==> config.mk <==
export PLATFORM = sky130hd
export DESIGN_NAME = pipe_stage_reg
export DESIGN_NICKNAME = d
export VERILOG_FILES = /design/src/rtl/pipe_stage_reg_pkg.sv /design/src/rtl/pipe_stage_reg_sat_counter.sv /design/src/rtl/pipe_stage_reg.sv
export SDC_FILE = /design/constraint.sdc
export NUM_CORES = 1
export LEC_CHECK = 0
export ABC_AREA = 1
export ABC_CLOCK_PERIOD_IN_PS = 2000
export CAP_MARGIN = 5
export CORE_AREA = 4 4 168 170
export CTS_CLUSTER_DIAMETER = 80
export DETAILED_ROUTE_END_ITERATION = 12
export DIE_AREA = 0 0 172 174
export PLACE_DENSITY = 0.7
export SLEW_MARGIN = 20
export SYNTH_ARGS = -nofsm -noshare
export SYNTH_HDL_FRONTEND = slang
export SYNTH_HIERARCHICAL = 1
export SYNTH_SLANG_ARGS = --single-unit
export TNS_END_PERCENT = 100
==> constraint.sdc <==
create_clock -name clk -period 2 [get_ports clk]
set_input_delay 0.4 -clock clk [delete_from_list [all_inputs] [get_ports clk]]
set_output_delay 0.4 -clock clk [all_outputs]
set_load 0.01 [all_outputs]
==> src/rtl/pipe_stage_reg_pkg.sv <==
// Shared constants for the five-stage MIPS pipeline: vectors, idle encodings,
// exception codes and the Tnew saturating-decrement helper.
package cpu_pipe_pkg;

    localparam logic [31:0] EXC_VECTOR    = 32'h0000_4180;
    localparam logic [31:0] RESET_VECTOR  = 32'h0000_3000;
    localparam logic [3:0]  MEMWRITE_IDLE = 4'd10;

    localparam int unsigned TNEW_W     = 3;
    localparam int unsigned EXC_CODE_W = 5;
    localparam int unsigned PC_W       = 32;

    typedef enum logic [EXC_CODE_W-1:0] {
        EXC_INT  = 5'd0,
        EXC_ADEL = 5'd4,
        EXC_ADES = 5'd5,
        EXC_RI   = 5'd10,
        EXC_OV   = 5'd12
    } exc_code_e;

    // Tnew counts down one per cycle and bottoms out at zero.
    function automatic logic [TNEW_W-1:0] sat_dec(input logic [TNEW_W-1:0] tnew);
        return (tnew != '0) ? tnew - TNEW_W'(1) : '0;
    endfunction

endpackage

==> src/rtl/pipe_stage_reg_sat_counter.sv <==
// Saturating up-counter with synchronous clear; sticks at all-ones.
module sat_counter #(
    parameter int unsigned W = 16
) (
    input  logic         clk,
    input  logic         reset,
    input  logic         inc,
    output logic [W-1:0] count
);

    always_ff @(posedge clk) begin
        if (reset) begin
            count <= '0;
        end else if (inc && (count != '1)) begin
            count <= count + W'(1);
        end
    end

endmodule

==> src/rtl/pipe_stage_reg.sv <==
// Inter-stage pipeline register with hold, bubble and exception flush,
// plus saturating bubble/hold statistics.
module pipe_stage_reg
    import cpu_pipe_pkg::*;
#(
    parameter int unsigned       DATA_W     = 160,
    parameter logic [DATA_W-1:0] BUBBLE_VAL = '0,
    parameter int unsigned       TNEW_W     = 3,
    parameter logic [31:0]       RESET_PC   = RESET_VECTOR,
    parameter logic [31:0]       EXC_PC     = EXC_VECTOR,
    parameter int unsigned       CNT_W      = 16
) (
    input  logic              clk,
    input  logic              reset,
    input  logic              en,
    input  logic              clear,
    input  logic              clear_all,
    input  logic              valid_in,
    input  logic [31:0]       pc_in,
    input  logic [DATA_W-1:0] payload_in,
    input  logic [TNEW_W-1:0] tnew_in,
    input  logic              exc_flag_in,
    input  logic [4:0]        exc_code_in,
    input  logic              delay_in,
    output logic              valid_out,
    output logic [31:0]       pc_out,
    output logic [DATA_W-1:0] payload_out,
    output logic [TNEW_W-1:0] tnew_out,
    output logic              exc_flag_out,
    output logic [4:0]        exc_code_out,
    output logic              delay_out,
    output logic [CNT_W-1:0]  bubble_cnt,
    output logic [CNT_W-1:0]  hold_cnt
);

    logic bubble_inc_c;
    logic hold_inc_c;

    // Statistics events follow the same priority as the data path.
    always_comb begin
        bubble_inc_c = 1'b0;
        hold_inc_c   = 1'b0;
        if (!clear_all) begin
            if (clear) begin
                bubble_inc_c = 1'b1;
            end else if (!en) begin
                hold_inc_c = 1'b1;
            end
        end
    end

    always_ff @(posedge clk) begin
        if (reset) begin
            valid_out    <= 1'b0;
            pc_out       <= RESET_PC;
            payload_out  <= BUBBLE_VAL;
            tnew_out     <= '0;
            exc_flag_out <= 1'b0;
            exc_code_out <= '0;
            delay_out    <= 1'b0;
        end else if (clear_all) begin
            valid_out    <= 1'b0;
            pc_out       <= EXC_PC;
            payload_out  <= BUBBLE_VAL;
            tnew_out     <= '0;
            exc_flag_out <= 1'b0;
            exc_code_out <= '0;
            delay_out    <= 1'b0;
        end else if (clear) begin
            // Bubble keeps PC and delay flag so a later EPC still points right.
            valid_out    <= 1'b0;
            pc_out       <= pc_in;
            payload_out  <= BUBBLE_VAL;
            tnew_out     <= '0;
            exc_flag_out <= 1'b0;
            exc_code_out <= '0;
            delay_out    <= delay_in;
        end else if (!en) begin
            // The stage keeps computing while stalled, so Tnew still drains.
            tnew_out <= (tnew_out != '0) ? tnew_out - TNEW_W'(1) : '0;
        end else begin
            valid_out    <= valid_in;
            pc_out       <= pc_in;
            payload_out  <= payload_in;
            tnew_out     <= (tnew_in != '0) ? tnew_in - TNEW_W'(1) : '0;
            exc_flag_out <= exc_flag_in;
            exc_code_out <= exc_code_in;
            delay_out    <= delay_in;
        end
    end

    sat_counter #(.W(CNT_W)) u_bubble_cnt (
        .clk   (clk),
        .reset (reset),
        .inc   (bubble_inc_c),
        .count (bubble_cnt)
    );

    sat_counter #(.W(CNT_W)) u_hold_cnt (
        .clk   (clk),
        .reset (reset),
        .inc   (hold_inc_c),
        .count (hold_cnt)
    );

endmodule

# Yosys cells after proc, flatten, opt, wreduce, memory -nomap -nowiden
# Cells that the tools add are included.
[word_totals]
word_cells = 37
ff_bits = 235
in_bits = 208
[op_classes]
muxes = 13
reduce_logical = 8
n_eq_ne = 2
n_addsub = 4
[ops]
columns = ["operator", "count"]
rows = [
  ["$mux 32", 2],
  ["$add 16x1->16 const B", 2],
  ["$ne 16x16->1 const B", 2],
  ["$mux 15", 1],
  ["$mux 3", 3],
  ["$reduce_bool 3->1", 3],
  ["$mux 1", 7],
  ["$sub 3x1->3 const B", 2],
  ["$reduce_or 3->1", 1],
  ["$logic_and 1x1->1", 2],
  ["$reduce_bool 2->1", 1],
  ["$reduce_or 2->1", 1],
]

# Logic depth before layout (Yosys ltp)
# Gate-level depths: netlist of the first run.
[depth]
word_depth = 4
ltp_mapped = 12
depth_no_buf = 10

# Hierarchy
# The synthesis of the first run kept the hierarchy.
[modules_own_cells]
columns = ["mod", "cells_each", "seq_area_each_um2", "area_per_inst_um2", "n_inst"]
rows = [
  ["pipe_stage_reg", 909, 4063.9, 7226.9, 1],
  ["sat_counter", 149, 320.3, 929.6, 2],
]

# Least setup slack after synthesis of the first run
# No wires, ideal clock.
[synth_path]
path_type = "input to register"
start = "input port en"
end = "register u_hold_cnt.count[13]"
setup_slack_ps = 263
t_required_ps = 1885
setup_ps = 115
cell_stages = 11
arrival_time_ps = 1622
path_cell_list = "nor2_1 > buf_2 > nand2_1 > inv_2 > buf_2 > nand3_1 > or2_0 > nor2_1 > nand3_1 > nand2_1 > nor2_1"
[synth_between]
elab_chain_len = 4
[synth_lines]
columns = ["item", "line", "source"]
rows = [
  ["from (decl)", "pipe_stage_reg.sv:15", "input logic en,"],
  ["$mux 1", "pipe_stage_reg.sv:46", "end else if (!en) begin"],
  ["$mux 1", "pipe_stage_reg.sv:44", "if (clear) begin"],
  ["$mux 1", "pipe_stage_reg.sv:43", "if (!clear_all) begin"],
  ["via hold_inc_c", "pipe_stage_reg.sv:37", "logic hold_inc_c;"],
  ["$logic_and 1x1->1", "pipe_stage_reg_sat_counter.sv:14", "end else if (inc && (count != '1)) begin"],
  ["to (signal assigned)", "pipe_stage_reg_sat_counter.sv:15", "count <= count + W'(1);"],
  ["to (decl)", "pipe_stage_reg_sat_counter.sv:8", "output logic [W-1:0] count"],
]
# The timed path passes the listed nets, and every way through them passes these cells.
# A chain may end at the register's enable or synchronous reset.

# Final worst setup path of the first run
[layout_path]
start = "register u_bubble_cnt.count[10]"
end = "output port bubble_cnt[10]"
[layout_lines]
columns = ["item", "line", "source"]
rows = [
  ["from (decl)", "pipe_stage_reg_sat_counter.sv:8", ""],
  ["from (signal assigned)", "pipe_stage_reg_sat_counter.sv:15", ""],
  ["to (decl)", "pipe_stage_reg.sv:32", "output logic [CNT_W-1:0] bubble_cnt,"],
]
# No word-level cell between the ends.

==> impl_metrics.tcl, run 1 <==
set metrics [dict create \
    fillers 2468 \
    fp.coreArea_um2 26700 \
    wl_per_cell_um 15.2 \
    final_nets 1852 \
    yosysTopAreaCell "dfxtp_1" \
    skew_ns 0.00506 \
    postRouteAntennaNets 0 \
    clk_latency_ns 0.52 \
    fmax_mhz 514 \
    netlist_area_um2 9090 \
    fin_total_pwr_w 0.0107 \
    slew_headroom_pct 68.4 \
    dpl-instance-area_um2 13900 \
    clkSinkCount 235 \
    cts_tree "built" \
    post_synth_main_area_contributors "dfxtp_1 (52%), nand2_1 (18%), a21oi_1 (9.1%)" \
    syn-num-nets 1421 \
    setup_viol_count_final 0 \
    seq_area_um2 4710 \
    grt_pass1_vias 9261 \
    drv_cap 0 \
    dpl_worst_slack_ns -0.0357 \
    fin_util_pct 55.1 \
    post_cts_buffers 0 \
    finalWirelength_um 30300 \
    p_leak_nw 5.59 \
    synth_warnings 6 \
    worstPathMaxFanout 6 \
    outcome "finished clean" \
    dieArea_um2 29900 \
    crit_arrival_ns 1.55 \
    grt_max_degree 89 \
    cts.clk_slew.worst_paths_ns 0.06 \
    finalWorstSetupSlack_ns 0.0550 \
    ys_seq_area_share_pct 51.8 \
    fin_cells 1998 \
    diodes 0 \
    final_cell_area_um2 14700 \
    cts_resized 1 \
    hold_violations 0 \
    power_density_nw_per_um2 730 \
    grt_setup_unrepaired "no" \
    grt_use_total_pct 19.1 \
    min_path_type "primary input to flop" \
    peakVddDrop_mv 0.554 \
    syn_avg_cell_area_um2 7.53 \
    dp_hpwl_um 22300 \
    start_util_pct 34.0 \
    avgViaCountPerCell 4.61 \
    area_delta_synth_final_pct 62.1 \
    ys.flop_type "dfxtp_1" \
    start_kind "flop" \
    io_pins 443 \
    worst-path-buf-inv 1 \
    netlist.area_leader.share_pct 51.8 \
    synth_most_common_cell "nand2_1" \
    antenna_found_initial 1 \
    clk_path_buf_depth 3 \
    crit_chain "clkdlybuf4s50_1" \
    end_kind "output pin" \
    worst_ep_required_time_ns 1.60 \
    dr_total_vias 9213 \
    crit_path_max_incr_delay_ns 0.60 \
    rows 60 \
    syn_inst 1207 \
    synthArstFlopShare_pct 0 \
    portBuffers 442 \
    die-width_um 172 \
    overflow 0 \
    hold_buffers 0 \
    h-tree-depth 1 \
    cts_made_buffers 26 \
    drc 0 \
    yosys_register_bits 235 \
    layout-drive-gt1-share_pct 7.79 \
    dr.first_iter.drc_count 392 \
    multi_input_comb_area_um2 3880 \
    cp_slowest_cell "clkdlybuf4s50_1" \
    fin_crit_sh_pct 97.3 \
    dieHeight_um 174 \
    worstSetupPathType "flop to output pin" \
    worstMarginPinSlew_ns 0.475 \
    fin_crit_ns 1.95 \
    placedCellCount 1951 \
    maxSlewViolCount 0 \
    gp_congestion 0.858 \
    grt_pass1_wl_um 47200 \
    first_pass_iters 6 \
    clockRootBuffer "clkbuf_16" \
    synth_edf_count 0 \
    cpLargestDelayFamily "buffers and inverters" \
    synth_cell_types 25 \
    synth_common_cells "nand2_1 (444), dfxtp_1 (235), a21oi_1 (165)" \
]
registers in the layout, summed over array words and instances, names as in the netlist:
signal              count
u_bubble_cnt/count     16
delay_out               1
tnew_out                3
u_hold_cnt/count       16
exc_code_out            5
exc_flag_out            1
pc_out                 32
payload_out           160
valid_out               1
final timing paths:
kind	slack (ns)	endpoint	startpoint	cells past startpoint
setup / recovery	0.05	bubble_cnt[10]	u_bubble_cnt/count[10]$_SDFFE_PP0P_	1
hold / removal	0.30	payload_out[51]$_SDFFE_PP0P_	en	4
hold reg to reg	0.46	payload_out[35]$_SDFFE_PP0P_	payload_out[35]$_SDFFE_PP0P_	2
setup reg to reg	0.36	u_bubble_cnt/count[13]$_SDFFE_PP0P_	u_bubble_cnt/count[0]$_SDFFE_PP0P_	6
per-stage QoR:
| stage | hold slack (ns) | TNS (ns) |
|---|---|---|
| 6_report | 0.297 | 0 |
| 5_1_grt | 0.294 | 0 |
| 4_1_cts | 0.278 | 0 |
| 3_5_place_dp | 0.451 | -0.0495 |
| 3_3_place_gp | 0.442 | -0.0224 |
| 2_1_floorplan | 0.483 | 0 |
layout make-up:
class                           count  share of cell area [%]
Clock buffer                       41                    5.49
Clock inverter                      6                   0.374
Inverter                           30                   0.782
Multi-Input combinational cell    874                    26.4
Sequential cell                   235                    32.0
Tap cell                          341                    2.90
Timing Repair Buffer              471                    32.1
power breakdown:
group          switching [W]  leakage [nW]  internal, W
logic               0.000498          3.25     0.000667
registers          0.0000559          1.91      0.00479
clock network        0.00186         0.431      0.00288
cells by family after synthesis:
group / count (synthesis) / share of synthesized area, %
fa+ha+maj: 6 / 0.826
compound gates: 213 / 12.6
simple gates: 655 / 29.2
buf+inv: 98 / 5.65
flops: 235 / 51.8
layout by cell type (no fill, tap or decap):
cell type,n
dlymetal6s2s_1,2
bufinv_16,1
nor2_8,2
dlygate4sd2_1,1
nand3_1,26
nand4_1,6
nand3b_1,3
clkbuf_8,8
nand2_8,1
or2_0,2
nor2_1,140
nand2_2,4
a21oi_1,165
clkinv_2,5
inv_4,1
clkdlybuf4s50_1,438
buf_12,7
nand2_1,444
nor2_2,21
dfxtp_1,231
dfxtp_2,4
buf_4,23
nor3_1,2
o21ai_0,25
inv_1,28
a21oi_2,20
o21ai_1,3
clkbuf_16,27
nor2_4,4
inv_2,1
clkbuf_1,6
ha_1,6
per-layer routing:
layer	vias up	track usage, %	part of all wire [%]
met2	368	33.6	47
met4	2	7.11	3.8
met3	71	6.66	10
met5	-	0	0.043
met1	4079	21.0	39
li1	4693	-	-
No activity file was read; power rests on OpenSTA's default activity.
==> inputs of run 2 (changes only) <==
CORE_AREA = 2 2 171 173   (was 4 4 168 170)
DIE_AREA = 0 0 173 175   (was 0 0 172 174)
PLACE_DENSITY = 0.67   (was 0.7)
==> run 2 against run 1 <==
Net effect: combinational power is essentially flat; largest power group unchanged; wire length is 0.47% lower; utilization is 3.1 points lower; via count is 0.50% higher; first-iteration DRC count fell by 1.5%; highest routed layer is now met4; flip-flop and latch count unchanged; critical path depth stayed put; worst hold slack improved by 0.032 ns; clock power decreased by 4.2%.
==> impl_metrics.tcl, run 2 (synthesis results as in run 1) <==
set metrics [dict create \
    peakVddDrop_mv 0.606 \
    final_nets 1851 \
    wl_per_cell_um 14.8 \
    gp_congestion 0.843 \
    dpl_worst_slack_ns -0.0682 \
    crit_chain "clkdlybuf4s50_1" \
    clk_latency_ns 0.52 \
    layout_commonest_cell "nand2_1" \
    worstSetupPathType "flop to output pin" \
    rows 62 \
    clk_path_buf_depth 3 \
    fin_util_pct 52.0 \
    overflow 0 \
    grt_pass1_vias 8889 \
    grt_max_degree 101 \
    slew_headroom_pct 65.6 \
    diodes 0 \
    hold_start "en" \
    finalWorstSetupSlack_ns 0.0666 \
    power_density_nw_per_um2 715 \
    p_leak_nw 5.69 \
    clkPwrFrac_pct 43.0 \
    fp.coreArea_um2 28400 \
    dr.first_iter.drc_count 386 \
    h-tree-depth 1 \
    worstPathMaxFanout 5 \
    start_kind "flop" \
    postRouteAntennaNets 0 \
    dpl-instance-area_um2 13900 \
    area_delta_synth_final_pct 62.4 \
    grt_pass1_wl_um 47300 \
    start_util_pct 32.0 \
    cts_tree "built" \
    power.internal_w 0.00808 \
    end_kind "output pin" \
    outcome "finished clean" \
    fin_crit_sh_pct 96.7 \
    avgViaCountPerCell 4.54 \
    worstMarginPinSlew_ns 0.516 \
    seq_power_share_pct 45.9 \
    layout-drive-gt1-share_pct 7.67 \
    clkSinkCount 235 \
    grt_setup_unrepaired "no" \
    drc 0 \
    worst-r2r-setup-slack_ns 0.46 \
    min_to "payload_out[159]$_SDFFE_PP0P_" \
    fillers 2703 \
    hold_buffers 0 \
    finalWirelength_um 30100 \
    first_pass_iters 4 \
    largest_register "payload_out" \
    dieHeight_um 175 \
    ff2ff_path_depth 7 \
    portBuffers 442 \
    multi_input_comb_area_um2 3880 \
    worst_ep_required_time_ns 1.60 \
    crit_path_max_incr_delay_ns 0.60 \
    drv_cap 0 \
    clockRootBuffer "clkbuf_16" \
    die-width_um 173 \
    reg2reg_to "u_bubble_cnt/count[14]$_SDFFE_PP0P_" \
    cp_slowest_cell "clkdlybuf4s50_1" \
    crit_arrival_ns 1.53 \
    dp_hpwl_um 21800 \
    sw_frac_of_total_pct 23.4 \
    rr_startpoint "u_bubble_cnt/count[0]$_SDFFE_PP0P_" \
    seq_area_um2 4710 \
    setup_viol_count_final 0 \
    maxSlewViolCount 0 \
    fin_cells 2039 \
    final_cell_area_um2 14800 \
    mostFrequentLayoutCells "nand2_1 (444), clkdlybuf4s50_1 (430), dfxtp_1 (229), a21oi_1 (165), nor2_1 (140)" \
    cpLargestDelayFamily "buffers and inverters" \
    fin_crit_ns 1.93 \
    dieArea_um2 30300 \
    hold_violations 0 \
    antenna_found_initial 0 \
    whs_path_depth 4 \
    io_pins 443 \
    switching_power_w 0.00247 \
    dr_total_vias 9259 \
    post_cts_buffers 0 \
    reg.largest.list "payload_out x160, pc_out x32" \
    largest_reg_flops 160 \
    skew_ns 0.00757 \
    cts_made_buffers 27 \
    min_path_type "primary input to flop" \
    placedCellCount 1992 \
    p_comb_share_pct 11.0 \
    fmax_mhz 517 \
    worst-path-buf-inv 1 \
    cts.clk_slew.worst_paths_ns 0.06 \
    grt_use_total_pct 19.0 \
]
## run 2: changes by cell type in the layout (fill, tap and decap cells not counted), sizes merged
| cell | delta |
|---|---|
| clkdlybuf4s50 | -8 |
| dlymetal6s2s | +7 |
| buf | -2 |
| clkbuf | -2 |
| clkinv | +2 |
| bufinv | -1 |
| dlygate4sd2 | +1 |
| inv | +1 |
## run 2: worst max-delay path by stage
stage	from	endpoint	slack, ns	depth (start not counted)
finish	u_hold_cnt/count[12]$_SDFFE_PP0P_	hold_cnt[12]	0.07	1
global route	u_bubble_cnt/count[3]$_SDFFE_PP0P_	bubble_cnt[3]	0.009	1
global placement	clear	u_bubble_cnt/count[13]$_SDFFE_PP0P_	-0.08	10
detailed placement	clear	u_bubble_cnt/count[13]$_SDFFE_PP0P_	-0.07	10
CTS	u_bubble_cnt/count[2]$_SDFFE_PP0P_	bubble_cnt[2]	0.0008	1
floorplan	en	u_hold_cnt/count[13]$_SDFFE_PP0P_	0.26	11
## run 2: layout make-up
| cell class | instances | share of cell area [%] |
|---|---|---|
| multi-input cells | 874 | 26.3 |
| flip-flops and latches | 235 | 31.9 |
| well taps | 384 | 3.26 |
| clock buffers | 39 | 5.16 |
| repair buffers | 469 | 32.2 |
| inverters | 30 | 0.780 |
| clock inverters | 8 | 0.322 |
## run 2: per-layer routing
| layer | global-route usage, % | vias up | part of all wire (%) | wire length, µm |
|---|---|---|---|---|
| li1 | - | 4698 | - | - |
| met1 | 22.2 | 4180 | 41 | 12300 |
| met2 | 33.6 | 335 | 49 | 14700 |
| met3 | 5.70 | 46 | 8.3 | 2490 |
| met4 | 5.26 | 0 | 2.2 | 669 |
| met5 | 0 | - | 0 | 0 |
## run 2: power by group through the flow
stage          Sequential (W)  Clock [W]  Combinational (W)
4_1_cts               0.00484    0.00470            0.00118
5_1_grt               0.00485    0.00489            0.00127
2_1_floorplan         0.00499          0           0.000388
3_5_place_dp          0.00494          0            0.00117
6_report              0.00484    0.00454            0.00116
3_3_place_gp          0.00494          0            0.00117
## run 2: stage by stage
step | hold WS [ns] | power (W) | TNS (ns)
floorplan | 0.483 | 0.00538 | 0
global placement | 0.447 | 0.00611 | -0.0837
detailed placement | 0.449 | 0.00612 | -0.0936
CTS | 0.307 | 0.0107 | 0
global route | 0.334 | 0.0110 | 0
finish | 0.328 | 0.0105 | 0
## run 2: timing repair
| action | 4_1_cts | 5_1_grt |
|---|---|---|
| endpoints found under the setup margin | 4 | 13 |
| gates resized for setup | 4 | 13 |
| gates cloned | 0 | 0 |
==> patch 1: new RTL, flow settings as in run 1 <==
Register the output `exc_flag_out` once more, without a reset; this adds one clock of latency there. The other outputs are not delayed to match.
--- a/src/rtl/pipe_stage_reg.sv
+++ b/src/rtl/pipe_stage_reg.sv
@@ -33,6 +33,8 @@
     output logic [CNT_W-1:0]  hold_cnt
 );
 
+    logic exc_flag_s0;
+
     logic bubble_inc_c;
     logic hold_inc_c;
 
@@ -55,7 +57,7 @@
             pc_out       <= RESET_PC;
             payload_out  <= BUBBLE_VAL;
             tnew_out     <= '0;
-            exc_flag_out <= 1'b0;
+            exc_flag_s0 <= 1'b0;
             exc_code_out <= '0;
             delay_out    <= 1'b0;
         end else if (clear_all) begin
@@ -63,7 +65,7 @@
             pc_out       <= EXC_PC;
             payload_out  <= BUBBLE_VAL;
             tnew_out     <= '0;
-            exc_flag_out <= 1'b0;
+            exc_flag_s0 <= 1'b0;
             exc_code_out <= '0;
             delay_out    <= 1'b0;
         end else if (clear) begin
@@ -72,7 +74,7 @@
             pc_out       <= pc_in;
             payload_out  <= BUBBLE_VAL;
             tnew_out     <= '0;
-            exc_flag_out <= 1'b0;
+            exc_flag_s0 <= 1'b0;
             exc_code_out <= '0;
             delay_out    <= delay_in;
         end else if (!en) begin
@@ -83,7 +85,7 @@
             pc_out       <= pc_in;
             payload_out  <= payload_in;
             tnew_out     <= (tnew_in != '0) ? tnew_in - TNEW_W'(1) : '0;
-            exc_flag_out <= exc_flag_in;
+            exc_flag_s0 <= exc_flag_in;
             exc_code_out <= exc_code_in;
             delay_out    <= delay_in;
         end
@@ -103,5 +105,9 @@
         .count (hold_cnt)
     );
 
+    always_ff @(posedge clk) begin
+        exc_flag_out <= exc_flag_s0;
+    end
+
 endmodule
 
Behaviour: not the same (Yosys sat finds a counterexample within 4 cycles, from zero or initial values and one cycle with reset high).
==> patch 1 against run 1 <==
- total power increased by 0.37%
- setup slack improved by 0.0079 ns
- non-clock buffer count grew 7
- area after synthesis up 0.22%
- wire length rose by 2.9%
- fmax grew 0.41%
- sequential cell count is 1 higher
- final area grew 0.54%
- cell count up 0.50%
- count of clock-buffer cells in the layout is 1 lower
- worst hold slack got worse by 0.080 ns
- largest cell class unchanged
==> patch 1: results (changes against run 1) <==
Status
Outcome: finished clean (unchanged).

Routing
The number of optimization iterations in the first detailed-route pass is 4 (was 6). The number of violations reported at the end of detailed-routing iteration 0 was 427 (was 392). The average wire per standard cell is 15.5 um (was 15.2 um).

The average vias per placed instance is 4.65 (was 4.61). The wire length reported by the detailed router is 31,200 um (was 30,300 um).

Setup path
The worst-path maximum fanout is 5 (was 6). For the worst setup path, the data arrival time is about 1.5 ns. The kind of cell with the highest combined delay on the critical path is buffers and inverters (unchanged). The slowest stage cell on the critical path is clkdlybuf4s50_1 (unchanged). The longest individual stage delay on the worst path is 0.59 ns.

Clock tree
The root buffer cell is clkbuf_16 (unchanged). The clock-pin slew on the worst setup and hold paths came to 0.06 ns (about the same). The clock insertion delay at the later pin of the skew report is 0.52 ns (about the same). The number of H-tree branching levels is 1 (unchanged). The buffer depth of the longest clock path is 3 (unchanged). The number of CTS-inserted buffers is 27 (was 26).

Global routing
The met1 routing resource usage after global routing was 21.8% (was 21.0%). The initial antenna violation count was 1 (unchanged). The global routing usage on met3 is 7.16% (was 6.66%). The total routing resource utilization after global routing is 19.3% (was 19.1%).

The global-route wire length before repair came to 47,200 um (about the same). The via count of the first global-routing pass is 8,977 (was 9,261). The met2 track demand over resource in global routing was 33.9% (was 33.6%). The largest net degree at the start of global routing is 92 (was 89).

Yosys
The number of warnings issued by yosys came to 6 (unchanged). The post-synthesis async set-or-reset flop share was 0% (unchanged). List of most frequent post-synthesis cells: 444 x nand2_1, 236 x dfxtp_1, 165 x a21oi_1 (was 444 x nand2_1, 235 x dfxtp_1, 165 x a21oi_1).

The dominant synthesized flop cell is dfxtp_1 (unchanged). Cell types occupying the most area after synthesis: dfxtp_1 52%, nand2_1 18%, a21oi_1 9.1% (unchanged). The top cell type's share of synthesized area was 51.9% (was 51.8%). The number of unique standard cell types used by synthesis is 25 (unchanged). The post-synth net total is 1,422 (was 1,421). The portion of the post-synthesis area used by sequential elements came to 51.9% (was 51.8%). The average cell area after synthesis is 7.54 sq um (was 7.53 sq um).

Timing
The clock skew is 0.0105 ns (was 0.00506 ns). The worst-margin pin slew came to 0.806 ns (was 0.475 ns).

Power
The worst vdd rail ir drop is 0.612 mV (was 0.554 mV). The static power due to leakage is 5.66 nW (was 5.59 nW). The switching power share of the total is 23.2% (was 22.5%).

Cells and area
The final net count was 1,861 (was 1,852). The number of fillers in the final layout was 2,433 (was 2,468). Registers with the highest flip-flop counts: payload_out: 160 flops, pc_out: 32 flops (unchanged).

The share of post-route cells with drive strength above 1 is 8.22% (was 7.79%).

Placement
The instance count after placement with tap cells included came to 1,959 (was 1,951). The number of buffers inserted by port buffering came to 442 (unchanged). The final weighted congestion in routability-driven placement is 0.822 (was 0.858). The half-perimeter wire length after detailed placement is 22,900 um (was 22,300 um).

Min path
The type of the most critical hold path was in2reg (unchanged).

Run
The max-capacitance violation count is 0 (unchanged).
-- patch 1: cell count changes in the layout (fill, tap and decap cells not counted), moves of 2 or more --
| cell | run 1 | this run |
|---|---|---|
| clkbuf_1 | 6 | 8 |
| buf_4 | 23 | 29 |
| clkbuf_8 | 8 | 5 |
| clkdlybuf4s50_1 | 438 | 435 |
| dlymetal6s2s_1 | 2 | 4 |
| dfxtp_2 | 4 | 6 |
-- patch 1: path summary, 6_finish.rpt --
check,depth (start not counted),endpoint,start,slack (ns)
hold reg to reg,0,exc_flag_out,exc_flag_s0,0.35
setup reg to reg,6,u_bubble_cnt/count[13],u_bubble_cnt/count[0],0.42
hold / removal,3,payload_out[46],en,0.22
setup / recovery,1,bubble_cnt[8],u_bubble_cnt/count[8],0.06
-- patch 1: repair_timing --
action	in CTS	in global routing
endpoints found under the setup margin	2	10
gates resized for setup	2	10
buffers inserted	0	0
hold endpoints to repair	0	0
hold buffers	0	0
-- patch 1: cell families (layout without fill, tap and decap cells) --
kind of cell    Yosys count  in the layout  share of synthesized area (%)
compound gates          213            213                           12.5
flops                   236            236                           51.9
fa+ha+maj                 6              6                          0.824
simple gates            655            655                           29.1
buf+inv                  98            556                           5.63
other cells               0              1                              0
-- patch 1: through the flow --
| step | instance area, sq um | worst slack, ns |
|---|---|---|
| floorplan | 9110 | 0.263 |
| global placement | 13900 | -0.0163 |
| detailed placement | 13900 | -0.0541 |
| CTS | 14800 | 0.000145 |
| global route | 14800 | 0.000536 |
| finish | 14800 | 0.0629 |
-- patch 1: cell type report --
class | count | area share, %
antenna | 1 | 0.0169
clock buffer | 40 | 5.23
clock inverter | 8 | 0.499
inverter | 30 | 0.777
multi-input combinational | 874 | 26.2
sequential | 236 | 32.0
tap | 341 | 2.88
timing repair buffer | 478 | 32.4
-- patch 1: per-layer routing --
layer	vias up	part of all wire, %
met5	-	0
met4	0	2.3
met3	50	10
met2	358	49
met1	4214	39
li1	4721	-
-- patch 1: tightest hold or removal path, cell delays in order --
cell and delay (ns):
buf_4 0.17, nand2_1 0.07, a21oi_1 0.05
-- patch 1: power by group through the flow --
stage	clock [mW]	combinational [mW]	sequential (mW)
4_1_cts	4.89	1.20	4.86
6_report	4.74	1.19	4.86
3_5_place_dp	0	1.20	4.96
2_1_floorplan	0	0.388	5.01
3_3_place_gp	0	1.19	4.96
5_1_grt	5.10	1.29	4.87
==> patch 2: new RTL, settings of run 1 <==
Without the edit above. Add an input register stage for `valid_in`, cleared by the reset; this delays it by one clock. The other inputs are not delayed to match.
--- a/src/rtl/pipe_stage_reg.sv
+++ b/src/rtl/pipe_stage_reg.sv
@@ -32,6 +32,16 @@
     output logic [CNT_W-1:0]  bubble_cnt,
     output logic [CNT_W-1:0]  hold_cnt
 );
+
+    logic valid_q;
+
+    always_ff @(posedge clk) begin
+        if (reset) begin
+            valid_q <= '0;
+        end else begin
+            valid_q <= valid_in;
+        end
+    end
 
     logic bubble_inc_c;
     logic hold_inc_c;
@@ -79,7 +89,7 @@
             // The stage keeps computing while stalled, so Tnew still drains.
             tnew_out <= (tnew_out != '0) ? tnew_out - TNEW_W'(1) : '0;
         end else begin
-            valid_out    <= valid_in;
+            valid_out    <= valid_q;
             pc_out       <= pc_in;
             payload_out  <= payload_in;
             tnew_out     <= (tnew_in != '0) ? tnew_in - TNEW_W'(1) : '0;
Check against the original RTL: not equivalent (a bounded check fails within 4 cycles, from zero or initial values and one cycle with reset high).
==> patch 2 against run 1 <==
- final area increased by 1.1%
- sequential cell count increased by 1
- area after synthesis increased by 0.30%
- utilization increased by 0.63 points
- register-to-register slack about the same
- wire length increased by 11%
- critical path depth unchanged
- die area unchanged
- total power increased by 3.2%
- fmax decreased by 0.72%
- setup slack got worse by 0.014 ns
- via count increased by 1.8%
- synthesized cell count increased by 0.25%
- critical path type unchanged
- largest power group is now clock
- highest routed layer unchanged
==> patch 2: results (changes against run 1) <==
Routing
The number of optimization iterations in the first detailed-route pass is 4 (was 6). The average wire per standard cell is 16.7 um (was 15.2 um). The number of violations reported at the end of detailed-routing iteration 0 was 483 (was 392).

Power
The internal cell power is 8.54 mW (was 8.33 mW).

Cells and area
The area of combinational cells with multiple inputs is 3890 sq um (was 3880 sq um). The non-clock buffer area fraction after layout came to 32.3% (was 32.1%). The share of post-route cells with drive strength above 1 came to 8.39% (was 7.79%). The layout buffer count excluding clock buffers was 478 (was 471).

The final net count came to 1,864 (was 1,852). The sequential cell area is 4730 sq um (was 4710 sq um). The multi-input combinational cell count is 875 (was 874). The clock network contribution to total cell area is 6.14% (was 5.86%). The clock buffer instance count of the final layout is 37 (was 41).

Timing
The worst-case headroom to the max-slew limit came to 60.2% (was 68.4%). The clock skew came to 0.0120 ns (was 0.00506 ns).

Global routing
The largest net degree at the start of global routing is 100 (was 89). The global-route wire length before repair was 50,100 um (was 47,200 um). The global routing usage on met3 is 8.14% (was 6.66%). The met1 routing resource usage after global routing is 22.4% (was 21.0%). The initial antenna violation count is 6 (was 1). The total routing resource utilization after global routing was 20.9% (was 19.1%). The via count of the first global-routing pass is 9,153 (was 9,261).

The met2 track demand over resource in global routing came to 36.5% (was 33.6%).

Clock tree
The number of CTS-inserted buffers came to 28 (was 26). The number of clock sinks is 236 (was 235). The clock insertion delay at the later pin of the skew report is 0.54 ns (was 0.52 ns).

Setup path
The slowest stage cell on the critical path is clkdlybuf4s50_1 (unchanged). The worst-path maximum fanout is 5 (was 6). The kind of cell with the highest combined delay on the critical path is buffers and inverters (unchanged).

Yosys
The portion of the post-synthesis area used by sequential elements is 51.8% (about the same). List of most frequent post-synthesis cells: 444 x nand2_1, 236 x dfxtp_1, 165 x a21oi_1 (was 444 x nand2_1, 235 x dfxtp_1, 165 x a21oi_1). The post-synth net total is 1,424 (was 1,421).

Status
Outcome: finished clean (unchanged).

Placement
The placed instance area was 14,000 sq um (was 13,900 sq um). The final weighted congestion in routability-driven placement is 0.893 (was 0.858). The half-perimeter wire length after detailed placement is 25,200 um (was 22,300 um).
## patch 2: cell types whose count changed after synthesis
cell,before,now
nor2_1,140,141
inv_1,28,29
dfxtp_1,235,236
## patch 2: what timing repair did
action / 4_1_cts / 5_1_grt
pin swaps: 0 / 0
setup endpoints to repair: 2 / 10
gates resized for setup: 2 / 10
## patch 2: stage by stage
stage / instances / TNS (ns) / hold slack, ns / setup slack [ns] / utilization, %
floorplan: 1210 / 0 / 0.430 / 0.263 / -
global placement: 1961 / 0 / 0.443 / 0.0308 / 52.2
detailed placement: 1961 / -0.0359 / 0.451 / -0.0237 / 52.2
CTS: 2009 / 0 / 0.152 / 0.00232 / 55.6
global route: 2013 / 0 / 0.173 / 0.000307 / 55.7
finish: 2013 / 0 / 0.186 / 0.0408 / 55.7
## patch 2: final timing paths
path                       endpoint             startpoint  cells after the start  slack, ns
max reg2reg  u_bubble_cnt/count[14]  u_bubble_cnt/count[0]                      7       0.36
min                 payload_out[34]                     en                      3       0.19
max                   bubble_cnt[7]  u_bubble_cnt/count[7]                      1       0.04
min reg2reg        payload_out[115]       payload_out[115]                      2       0.46
## patch 2: power by group through the flow
stage	combinational, mW	clock (mW)	sequential, mW
4_1_cts	1.20	5.19	4.87
3_5_place_dp	1.19	0	4.97
3_3_place_gp	1.19	0	4.96
5_1_grt	1.29	5.35	4.88
2_1_floorplan	0.389	0	5.01
6_report	1.18	5.04	4.87
## patch 2: cell families after synthesis
logic type      share of synthesized area [%]
flops                                    51.8
compound gates                           12.5
fa+ha+maj                               0.824
simple gates                             29.1
buf+inv                                  5.67
## patch 2: per-layer routing
metal,part of all wire (%),vias to the layer above
li1,-,4723
met1,37,4258
met2,49,332
met3,10,64
met4,3.6,4
met5,0.063,-
